## src/rtl/icache_dm.sv

```systemverilog
// Direct-mapped read-only instruction cache with a word-serial refill over a req/ack bus.
// A hit costs zero cycles; a miss stalls fetch until the whole line is loaded and validated.
//
// state     | meaning
// IDLE      | lookup against pc; a miss latches the line address and starts the refill
// REFILL    | one word request per ack, in order from the line base
// FILL_DONE | write the tag and validate the line unless a flush arrived meanwhile
module icache_dm #(
  parameter int LINES = 16,
  parameter int WORDS = 4
) (
  input  logic        clk,
  input  logic        rst,
  input  logic [31:0] pc,
  input  logic        flush,
  output logic [31:0] instr,
  output logic        stall,
  output logic        mem_req,
  output logic [31:0] mem_addr,
  input  logic        mem_ack,
  input  logic [31:0] mem_rdata
);

  localparam int OB = $clog2(WORDS);
  localparam int IB = $clog2(LINES);
  localparam int TW = 30 - OB - IB;

  typedef enum logic [1:0] {IDLE, REFILL, FILL_DONE} state_t;

  state_t          state;
  logic [OB-1:0]   cnt;
  logic [IB-1:0]   missIdx;
  logic [TW-1:0]   missTag;
  logic [LINES-1:0] valid;
  logic            flushSeen;

  logic [31:0]     dataArr [LINES][WORDS];
  logic [TW-1:0]   tagArr  [LINES];

  logic [OB-1:0]   pcWord;
  logic [IB-1:0]   pcIdx;
  logic [TW-1:0]   pcTag;
  logic            hit;
  logic            unusedPcLow;

  assign pcWord      = pc[OB+1:2];
  assign pcIdx       = pc[OB+IB+1:OB+2];
  assign pcTag       = pc[31:OB+IB+2];
  assign unusedPcLow = ^pc[1:0];

  assign hit   = (state == IDLE) && valid[pcIdx] && (tagArr[pcIdx] == pcTag);
  assign stall = !hit;
  assign instr = hit ? dataArr[pcIdx][pcWord] : 32'h0000_0000;

  // Request is a pure decode of state so async reset drops it without waiting for an edge.
  assign mem_req  = (state == REFILL);
  assign mem_addr = mem_req ? {missTag, missIdx, cnt, 2'b00} : 32'h0000_0000;

  always_ff @(posedge clk or negedge rst) begin
    if (!rst) begin
      state     <= IDLE;
      cnt       <= '0;
      missIdx   <= '0;
      missTag   <= '0;
      valid     <= '0;
      flushSeen <= 1'b0;
    end else begin
      case (state)
        IDLE: begin
          if (!flush && !hit) begin
            missIdx <= pcIdx;
            missTag <= pcTag;
            cnt     <= '0;
            state   <= REFILL;
          end
        end
        REFILL: begin
          if (flush) flushSeen <= 1'b1;
          if (mem_ack) begin
            cnt <= cnt + OB'(1);
            if (cnt == OB'(WORDS - 1)) state <= FILL_DONE;
          end
        end
        FILL_DONE: begin
          flushSeen <= 1'b0;
          if (!flushSeen && !flush) valid[missIdx] <= 1'b1;
          state <= IDLE;
        end
        default: state <= IDLE;
      endcase
      if (flush) valid <= '0;
    end
  end

  // Data and tags are deliberately left unreset; valid alone gates their use.
  always_ff @(posedge clk) begin
    if (state == REFILL && mem_ack) dataArr[missIdx][cnt] <= mem_rdata;
    if (state == FILL_DONE) tagArr[missIdx] <= missTag;
  end

endmodule

```

## config.mk

```make
export PLATFORM = sky130hd
export DESIGN_NAME = icache_dm
export DESIGN_NICKNAME = d
export VERILOG_FILES = /design/src/rtl/icache_dm.sv
export SDC_FILE = /design/constraint.sdc
export NUM_CORES = 2
export LEC_CHECK = 0
export BUFFER_PORTS_ARGS = -buffer_cell sky130_fd_sc_hd__buf_2
export CAP_MARGIN = 30
export CORE_MARGIN = 1
export CORE_UTILIZATION = 30
export DETAILED_ROUTE_END_ITERATION = 12
export GPL_ROUTABILITY_DRIVEN = 1
export PLACE_DENSITY = 0.45
export RECOVER_POWER = 25
export REMOVE_ABC_BUFFERS = 1
export SETUP_SLACK_MARGIN = 0.02
export SYNTH_ARGS = -nofsm -noshare
export SYNTH_HDL_FRONTEND = slang
export SYNTH_SLANG_ARGS = --single-unit
```

## constraint.sdc

```tcl
create_clock -name clk -period 6.15 [get_ports clk]
set_clock_uncertainty 0.15 [all_clocks]
set_input_delay 0.9225 -clock clk [delete_from_list [all_inputs] [get_ports clk]]
set_output_delay 0.9225 -clock clk [all_outputs]
set_load 0.005 [all_outputs]
```

==> out/results.tsv <==
metric	value	unit
DRT iter0 DRCs	4589	
most frequent cells in the layout	2432 x edfxtp_1, 751 x mux4_2, 288 x clkbuf_16, 172 x buf_4, 102 x clkbuf_1	
final-stage net count	4492	
Root Buffer	clkbuf_16	
proportion of layout cells with a drive suffix above 1	34.2	%
# Max-Cap Violations	20	
crit path max fanout	22	
CP Cell Sequence	buf_8, inv_1, buf_4, mux2_2, a222oi_1, a22o_1, o2111a_1, o211ai_1, or4_4, buf_12, a311oi_1, buf_2	
clock latency on the worst-skew pair	0.84	ns
initial antenna violation count	26	
critical path class	input pin to primary output	
Final Setup Violations	0	
DIE WIDTH	567	um
pin count of the biggest net entering global routing	104	
WL/cell	30.3	um
adder-cell area share of the yosys netlist	0.0522	%
Main synth FF type	edfxtp_1	
post-synthesis mux area share	18.8	%
compound-cell area share of the yosys netlist	0.790	%
family with the most delay on the worst path	buffers and inverters	
run status	finished, violations left	
CTS tree	built	
unique cell type count in the Yosys netlist	65	
Worst path slowest cell	inv_1	
DP Cell Count	8309	
register area share after synthesis	77.5	%
clk slew on worst S/H paths	0.06	ns
total chip power	39.2	mW
CP endpoint kind	primary output	
io pins	134	
Synth Area in Simple Gates	1.55	%
Die Height	567	um
Total Routing Usage GR	16.5	%
most common cell after layout, fill and taps aside	edfxtp_1	
Power Dens Cells	349	mW/mm^2
Initial DRT Pass Iterations	9	
yosys warns	0	
final max-slew violation count	1095	
Filler cells	29200	
EDFF count, synth	2432	
max incr delay on CP	0.63	ns
final cell count without fillers	8822	
XOR/XNOR Fraction of Synth Area	0.146	%
fin crit period	5.90	ns
post-route cell area	0.112	sq mm
Mapped Area	0.0958	sq mm
flops & latches, synth	2481	
Worst Hold Class	input pin to flop	
Fmax	169	MHz
Final Cycle Share	96.0	%
port bufs	129	
CTS Sinks	2481	
vias in the first global route	46300	
Worst Tran Pin Value	3.46	ns
VDD IR max	0.224	mV
Cells after Synth	4000	
DP Area	0.104	sq mm
RSZ-0062 raised after global routing	false	
DRT antenna net count	0	
Yosys top cell area share	76.2	%
Area contributors post-synth	edfxtp_1 76%, mux4_2 18%, dfrtp_1 1.3%	
crit start category	input pin	
# Post-CTS Setup Buffers	0	
Initial Utilization	30.2	%
die area	0.322	sq mm
Arr. time, crit path	4.83	ns
Overflow after GRT	0	
CTS Buf Count	282	
drt total wl	267000	um
LEAKAGE	34.7	nW
Layout area overhead	17.1	%
gpl congestion	0.741	
Core ar.	0.318	sq mm
H-tree levels	5	
CP bufs+invs	5	
violated checks	design-rule violations, max-capacitance violations, max-slew violations	
Async SR Flop Fraction	1.98	%
final hold vios	0	
post-synth top area cell	edfxtp_1	
vias per cell	5.03	
CTS Buffer Depth	4	
DRC viols	4	
main combinational cell family by area after synthesis	multiplexers	
normalized max-slew margin	-131	%
Syn Area/Cell	24.0	sq um
critical path required time	5.08	ns
first-pass GRT wire length	374000	um
HPWL after detailed placement	150000	um
via count	44400	
row count	207	
==> layout make-up <==
class	count	area, sq um	area share (%)
Inverter	13	56.3	0.0502
Sequential cell	2481	74300	66.2
Antenna cell	11	27.5	0.0245
Tap cell	4180	5230	4.66
Timing Repair Buffer	359	2810	2.51
Clock inverter	148	1280	1.14
Clock buffer	347	7460	6.65
Multi-Input combinational cell	1283	21100	18.8
==> stage by stage <==
stage / setup slack (ns) / hold slack [ns] / util (%) / setup TNS [ns]
floorplan: -0.0452 / 0.307 / - / -1.53
finish: 0.245 / 0.178 / 35.3 / 0
global placement: -0.167 / 0.322 / 32.5 / -0.979
global route: 0.111 / 0.161 / 35.3 / 0
detailed placement: -0.101 / 0.338 / 32.6 / -0.470
CTS: 0.0635 / 0.0799 / 35.4 / 0
==> sequential cells by signal (all words and copies together) (netlist names) <==
| signal | cells |
|---|---|
| dataArr | 2048 |
| tagArr | 384 |
| missTag | 24 |
| valid | 16 |
| missIdx | 4 |
| cnt | 2 |
| state | 2 |
| flushSeen | 1 |
==> final timing paths <==
check,startpoint,endpoint,slack [ns],cells past startpoint
min in group asynchronous,rst,missTag[4],1.21,2
worst min register to register,valid[12],valid[12],0.35,2
worst max-delay path,pc[4],instr[27],0.25,12
max in group asynchronous,rst,valid[11],2.65,2
worst max register to register,tagArr[15][2],missTag[19],2.28,9
worst min-delay path,mem_rdata[26],dataArr[6][58],0.18,1
==> kinds of logic (layout without fill, tap and decap cells) <==
| group | after synthesis | count (layout) |
|---|---|---|
| xor+xnor | 16 | 16 |
| other cells | 1 | 13 |
| compound gates | 100 | 100 |
| flops | 2481 | 2481 |
| fa+ha+maj | 4 | 4 |
| mux | 855 | 855 |
| simple gates | 306 | 306 |
| buf+inv | 237 | 867 |
==> per-layer routing <==
layer	part of all wire (%)	GRT usage [%]	vias to the layer above
met5	0.020	0	-
met4	1.9	3.51	10
met3	5.8	2.82	332
met2	48	26.6	1248
met1	44	23.4	24800
li1	-	-	18100
==> cell usage after synthesis (all sizes together) (2+ instances only) <==
library cell and count:
a311oi 10, ha 4, inv 13, nand2b 7, a21oi 10, dfrtp 49
o2111ai 5, a22o 5, nand2 49, nand4b 2, and2 39, o22ai 2
a221oi 3, nor2 121, a2bb2oi 2, a21boi 2, o21ba 2, clkbuf 105
o2bb2ai 2, or4 4, buf 119, o32a 2, o21ai 8, nor4 3
o221ai 4, mux2 41, a22oi 2, xor2 10, a2111oi 2, mux2i 63
a31oi 9, xnor2 6, nor2b 40, nand4 8, nand3 14, nor3 9
edfxtp 2432, a211oi 20, nor3b 4, mux4 751, o211ai 4
==> where the power goes <==
group / internal, mW / leakage (nW) / total (mW) / switching (mW)
clock network: 9.43 / 4.30 / 16.2 / 6.76
logic: 1.10 / 7.96 / 3.00 / 1.90
registers: 19.4 / 22.5 / 20.0 / 0.539
total: 30.0 / 34.7 / 39.2 / 9.20
==> timing repair <==
item | CTS | global route
hold buffers | 0 | 0
gates resized for setup | 1 | 1
endpoints found under the setup margin | 10 | 1
(Power assumes the default switching activity.)
